===== config.mk =====
export PLATFORM = sky130hd
export DESIGN_NAME = mc_controller
export DESIGN_NICKNAME = d
export VERILOG_FILES = /design/src/rtl/mc_controller.sv
export SDC_FILE = /design/constraint.sdc
export NUM_CORES = 1
export LEC_CHECK = 0
export ABC_AREA = 1
export BUFFER_PORTS_ARGS = -buffer_cell sky130_fd_sc_hd__buf_4
export CORE_ASPECT_RATIO = 2
export CORE_MARGIN = 2
export CORE_UTILIZATION = 35
export CTS_CLUSTER_DIAMETER = 50
export DETAILED_ROUTE_END_ITERATION = 10
export PLACE_DENSITY_LB_ADDON = 0.05
export SLEW_MARGIN = 20
export SYNTH_ARGS = -nofsm -noshare
export SYNTH_HDL_FRONTEND = slang
export SYNTH_SLANG_ARGS = --single-unit

===== constraint.sdc =====
create_clock -name clk -period 2.36 [get_ports clk]
set_clock_uncertainty 0.15 [all_clocks]
set_input_delay 0.472 -clock clk [delete_from_list [all_inputs] [get_ports clk]]
set_output_delay 0.472 -clock clk [all_outputs]
set_load 0.1 [all_outputs]

===== src/rtl/mc_controller.sv =====
// Multi-cycle control sequencer for the MIPS32 core: steps each instruction through
// FETCH/DECODE/EXEC/MEM/WB, drives datapath control, counts retirements, watches memory.
`ifndef WORD_LEN
`define WORD_LEN 32
`endif

module mc_controller #(
  parameter int W       = `WORD_LEN,
  parameter int TIMEOUT = 15
) (
  input  logic         clk,
  input  logic         rst,
  input  logic [5:0]   op,
  input  logic [5:0]   funct,
  input  logic         zero,
  input  logic         mem_ack,
  output logic         mem_req,
  output logic         mem_we,
  output logic         iord,
  output logic         ir_we,
  output logic         pc_we,
  output logic [1:0]   pc_src,
  output logic         reg_we,
  output logic         reg_dst,
  output logic         mem_to_reg,
  output logic [1:0]   alu_src_b,
  output logic [1:0]   alu_op,
  output logic [2:0]   state,
  output logic         instr_done,
  output logic         illegal,
  output logic         mem_err,
  output logic [W-1:0] retired
);

  typedef enum logic [2:0] {
    FETCH  = 3'd0,
    DECODE = 3'd1,
    EXEC   = 3'd2,
    MEM    = 3'd3,
    WB     = 3'd4
  } state_t;

  localparam logic [5:0] OP_RTYPE = 6'h00;
  localparam logic [5:0] OP_ADDI  = 6'h08;
  localparam logic [5:0] OP_LW    = 6'h23;
  localparam logic [5:0] OP_SW    = 6'h2B;
  localparam logic [5:0] OP_BEQ   = 6'h04;
  localparam logic [5:0] OP_J     = 6'h02;

  localparam int CW = (TIMEOUT < 2) ? 1 : $clog2(TIMEOUT + 1);
  localparam logic [CW-1:0] TMAX = CW'(TIMEOUT);

  state_t         state_q, state_d;
  logic [W-1:0]   retired_q, retired_d;
  logic [CW-1:0]  waitCnt_q, waitCnt_d;
  logic           memErr_q, memErr_d;

  logic isRtype, isAddi, isLw, isSw, isBeq, isJ, isSupported;

  // The ALU decodes funct itself; the sequencer never needs it.
  logic unusedFunct;
  assign unusedFunct = ^funct;

  assign isRtype     = (op == OP_RTYPE);
  assign isAddi      = (op == OP_ADDI);
  assign isLw        = (op == OP_LW);
  assign isSw        = (op == OP_SW);
  assign isBeq       = (op == OP_BEQ);
  assign isJ         = (op == OP_J);
  assign isSupported = isRtype | isAddi | isLw | isSw | isBeq | isJ;

  always_comb begin
    state_d    = state_q;
    mem_req    = 1'b0;
    mem_we     = 1'b0;
    iord       = 1'b0;
    ir_we      = 1'b0;
    pc_we      = 1'b0;
    pc_src     = 2'd0;
    reg_we     = 1'b0;
    reg_dst    = 1'b0;
    mem_to_reg = 1'b0;
    alu_src_b  = 2'd0;
    alu_op     = 2'd0;
    instr_done = 1'b0;
    illegal    = 1'b0;

    case (state_q)
      FETCH: begin
        mem_req   = 1'b1;
        alu_src_b = 2'd1;
        if (mem_ack) begin
          ir_we   = 1'b1;
          pc_we   = 1'b1;
          state_d = DECODE;
        end
      end

      // Branch target is precomputed here so EXEC can write it straight into the PC.
      DECODE: begin
        alu_src_b = 2'd3;
        if (isJ) begin
          pc_we      = 1'b1;
          pc_src     = 2'd2;
          instr_done = 1'b1;
          state_d    = FETCH;
        end else if (!isSupported) begin
          illegal    = 1'b1;
          instr_done = 1'b1;
          state_d    = FETCH;
        end else begin
          state_d = EXEC;
        end
      end

      EXEC: begin
        if (isRtype) begin
          alu_op  = 2'd2;
          state_d = WB;
        end else if (isBeq) begin
          alu_op     = 2'd1;
          pc_src     = 2'd1;
          pc_we      = zero;
          instr_done = 1'b1;
          state_d    = FETCH;
        end else if (isAddi) begin
          alu_src_b = 2'd2;
          state_d   = WB;
        end else if (isLw || isSw) begin
          alu_src_b = 2'd2;
          state_d   = MEM;
        end else begin
          state_d = FETCH;
        end
      end

      MEM: begin
        mem_req = 1'b1;
        iord    = 1'b1;
        mem_we  = isSw;
        if (mem_ack) begin
          if (isLw) begin
            state_d = WB;
          end else begin
            instr_done = 1'b1;
            state_d    = FETCH;
          end
        end
      end

      WB: begin
        reg_we     = 1'b1;
        instr_done = 1'b1;
        reg_dst    = isRtype;
        mem_to_reg = isLw;
        state_d    = FETCH;
      end

      default: state_d = FETCH;
    endcase

    // Reset silences every control line so an abandoned instruction writes nothing.
    if (rst) begin
      state_d    = FETCH;
      mem_req    = 1'b0;
      mem_we     = 1'b0;
      iord       = 1'b0;
      ir_we      = 1'b0;
      pc_we      = 1'b0;
      pc_src     = 2'd0;
      reg_we     = 1'b0;
      reg_dst    = 1'b0;
      mem_to_reg = 1'b0;
      alu_src_b  = 2'd0;
      alu_op     = 2'd0;
      instr_done = 1'b0;
      illegal    = 1'b0;
    end
  end

  // Wait counter saturates at TIMEOUT; the error flag stays up until reset.
  always_comb begin
    waitCnt_d = '0;
    memErr_d  = memErr_q;
    if (mem_req && !mem_ack) begin
      if (waitCnt_q == TMAX) begin
        waitCnt_d = TMAX;
      end else begin
        waitCnt_d = waitCnt_q + 1'b1;
      end
      if (waitCnt_d == TMAX) begin
        memErr_d = 1'b1;
      end
    end
  end

  assign retired_d = instr_done ? (retired_q + W'(1)) : retired_q;

  always_ff @(posedge clk) begin
    if (rst) begin
      state_q   <= FETCH;
      retired_q <= '0;
      waitCnt_q <= '0;
      memErr_q  <= 1'b0;
    end else begin
      state_q   <= state_d;
      retired_q <= retired_d;
      waitCnt_q <= waitCnt_d;
      memErr_q  <= memErr_d;
    end
  end

  assign state   = state_q;
  assign retired = retired_q;
  assign mem_err = memErr_q & ~rst;

endmodule


==> metrics.log <==
[metrics] result of the run: finished, final reports clean
[metrics] sequential group share of total power: between 40% and 50%
[metrics] Sinks on Clock Net: 40
[metrics] IO Count: around 70
[metrics] total setup violations reported at the end of the flow: 0
[metrics] r2r endpoint: retired[18]
[metrics] H-tree depth: 2
[metrics] clock tree root buffer cell: clkbuf_16
[metrics] Critical Path RT: roughly 1.7 ns
[metrics] max-cap viol count: 0
[metrics] source of the critical timing path: op[0]
[metrics] number of cells on the worst reg-to-reg path: 8
[metrics] largest net degree at the start of global routing: 55
[metrics] row count: 43
[metrics] starting density of the core: roughly 36%
[metrics] worst-case setup margin in the final layout: about 0.074 ns
[metrics] maximum clock path buffer count: 2
[metrics] critical path's top delay family: simple AND/OR/NAND/NOR gates
[metrics] cell types with the largest area share after synthesis: dfxtp_1 32%, nand2_1 16%, nor2_1 14%
[metrics] P_leak: 1.477 nW
[metrics] hold crit path type: flop to flop
[metrics] final max-slew violation count: 0
[metrics] horizontal die dimension: 64.18 µm
[metrics] tightest slew margin relative to the limit: 76.14%
[metrics] reported net switching power: 0.0004723 W
[metrics] count of input and output buffers: 61
[metrics] Setup TNS: 0 ns
[metrics] DRC: 0
[metrics] internal power consumption: between 0.001 and 0.0015 W
[metrics] Antenna Cells: 0
[metrics] die span in y: between 100 and 150 µm
[metrics] slowest cell on the critical path: buf_4
[metrics] end-of-flow core utilization: ~50%
[metrics] critical path start-end classification: primary input to primary output
[metrics] Reg-to-Reg Start: retired[0]
[metrics] WL/cell: ~12 µm
[metrics] shortest clock period the worst path allows after layout: about 2.3 ns
[metrics] hold-critical path depth: 1
[metrics] Tcrit/Tclk final: a little over nine tenths
[metrics] number of buffer and inverter stages on the critical path: 3
[metrics] number of nets in the layout: ~520
[metrics] combinational group share of total power: between 10% and 20%
[metrics] CP max stage delay: 0.29 ns
[metrics] mean area per synthesized cell: approximately 5.9 µm²
[metrics] VDD IR max: 0.4370 mV
[metrics] combined global-route utilization of all metal layers: approximately 19%
[metrics] highest net fanout along the worst path: 3
[metrics] Synth area leader: dfxtp_1
[metrics] Routability Congestion: between 0.8 and 0.9
[metrics] total of flip-flops plus latches after synthesis: 40
[metrics] layout cells sized above 1: 25.55%
[metrics] final hold violation count: 0
[metrics] sequential area share after synthesis: about a third
[metrics] number of global-route vias before repair: approximately 2800
[metrics] power per unit of standard cell area: ~470 mW/mm²
[metrics] number of antenna violations at the first check in global routing: 0
[metrics] detailed placer's ending HPWL: ~5500 µm
[metrics] YS warnings: 0
[metrics] number of buffers added by the clock tree synthesis step: 5
[metrics] R2R setup slack: around 0.42 ns
[metrics] Vias: about 2800
[metrics] Layout area overhead: 38.15%
[metrics] core area: between 0.006 and 0.007 mm²
[metrics] fraction of synthesized cell area taken by the top area cell type: approximately a third
[metrics] Clock Pin Slew Worst Setup and Hold Paths: around 0.06 ns
[metrics] RSZ-0062 raised after global routing: false
[metrics] worst min-delay path endpoint: retired[0]
[metrics] Worst Min Path Start: retired[0]
[metrics] number of buffers inserted by post-CTS setup repair: 0
[metrics] Detailed Route WL: 7129 µm
[metrics] fmax: approximately 440 MHz
[metrics] clock tree from TritonCTS: done
[metrics] vias per cell: 4.807
[metrics] Gate Count Post-Synth: between 400 and 500
[metrics] syn nets: 448
[metrics] total standard cell area after synthesis: 0.002535 mm²
[metrics] global-route congestion overflow total: 0
[metrics] switch share: 28.78%
[metrics] 1st-pass router iterations: 4
[metrics] CP Data Arrival Time: about 1.7 ns
[metrics] worst setup slack before clock tree synthesis: -0.04876 ns
[metrics] cell breakdown of the critical path: buf_4, nand2_1, inv_1, nand3_1, nand2_1, a21oi_1, nand3_1, nor2_4, buf_4
[metrics] die footprint: 0.007980 mm²
[metrics] CP endpoint kind: primary output
[metrics] number of hold buffers added after CTS: 0
[metrics] insertion delay to the later sink of the worst-skew pair: approximately 0.28 ns
[metrics] Startpoint Class: primary input
[metrics] wire length of the first global-routing pass: approximately 12000 µm
[metrics] clock share of power: 41.9%
[metrics] antenna violation net count after detailed routing: 0
[metrics] number of violations reported at the end of detailed-routing iteration 0: 58
[metrics] pin slew with the least headroom to its limit: 0.3552 ns
[metrics] number of distinct library cells after synthesis: 29
==> worst max path at each step <==
stage,end,depth (start not counted),slack (ns)
global route,pc_we,8,0.004
global placement,instr_done,9,-0.01
finish,illegal,9,0.07
detailed placement,instr_done,9,-0.05
CTS,instr_done,9,0.001
floorplan,alu_op[1],5,-0.18
==> cells by family (layout without fill, tap and decap cells) <==
group | count (synthesis) | count (layout) | synth area share [%]
buffers and inverters | 63 | 134 | 10.56
AO/OA/AOI/OAI | 42 | 42 | 8.638
adder cells (fa/ha/maj) | 2 | 2 | 0.9870
XOR/XNOR | 3 | 3 | 1.037
AND/OR/NAND/NOR | 280 | 280 | 47.19
flip-flops | 40 | 40 | 31.59
==> metrics by stage <==
step	power, W	hold slack, ns	cell area [µm²]	instances
floorplan	0.0009011	0.2974	2686	430
global placement	0.0009618	0.3038	3293	583
detailed placement	0.0009629	0.3010	3293	583
CTS	0.001658	0.3113	3471	591
global route	0.001704	0.3481	3502	591
finish	0.001641	0.3081	3502	591
==> metal layers <==
metal | global-route usage (%) | up-vias | part of all wire, %
met5 | 0 | - | 0
met4 | 9.762 | 0 | 3.3
met3 | 3.433 | 15 | 3.2
met2 | 35.97 | 50 | 57
met1 | 17.36 | 1273 | 36
li1 | - | 1503 | -
==> placed cells by master (no fill, tap or decap), types with 3 or more instances in the layout <==
cell	Yosys	layout
inv_1	50	47
dfxtp_1	40	34
buf_4	2	67
nand4_1	8	8
nor2_1	95	81
nor2_4	2	8
clkbuf_16	0	5
a21oi_4	0	3
dfxtp_4	0	3
nor3_1	10	8
nand2_1	111	107
nand3_1	41	41
dfxtp_2	0	3
a21oi_1	36	32
nand2_2	1	5
buf_6	3	5
nor2_2	4	12
==> cell usage after synthesis, drive strengths merged <==
cell type / number
a21oi: 36
a31o: 1
a31oi: 2
and3: 1
buf: 6
clkbuf: 5
clkinv: 1
dfxtp: 40
ha: 2
inv: 51
nand2: 112
nand3: 44
nand3b: 1
nand4: 8
nor2: 101
nor3: 10
nor3b: 1
nor4: 2
o211ai: 1
o21ai: 2
xnor2: 1
xor2: 2
==> repair_timing <==
item / CTS / global route
gates resized for setup: 8 / 10
setup endpoints to repair: 6 / 4
pin swaps: 0 / 2
==> power groups by stage <==
| stage | combinational [W] | clock, W | sequential (W) |
|---|---|---|---|
| 6_report | 0.000263 | 0.000687 | 0.000691 |
| 5_1_grt | 0.000281 | 0.000731 | 0.000691 |
| 4_1_cts | 0.000263 | 0.000705 | 0.000690 |
| 3_5_place_dp | 0.000258 | 0 | 0.000705 |
| 3_3_place_gp | 0.000257 | 0 | 0.000705 |
| 2_1_floorplan | 0.000165 | 0 | 0.000736 |
==> sequential cells by signal, summed over array words and instances, names as in the netlist <==
name,cells
state,3
memErr_q,1
retired,32
waitCnt_q,4
==> final cells by class <==
cell class              count  area (µm²)
clock buffers               6       138.9
clock inverters             2       10.01
fillers                   769        3492
inverters                  52       201.4
multi-input cells         327        1624
flip-flops and latches     40       815.8
well taps                  90       112.6
repair buffers             74       599.3
==> worst reg2reg max path: stages, from the launching register on <==
cell and delay [ns]:
dfxtp_2 0.35, ha_1 0.21, nand3_1 0.13, nor2_1 0.21
nand4_1 0.22, nor3_1 0.34, nand3_1 0.12, nand2_1 0.07
nor2_1 0.04
No activity file was read; power rests on OpenSTA's default activity.
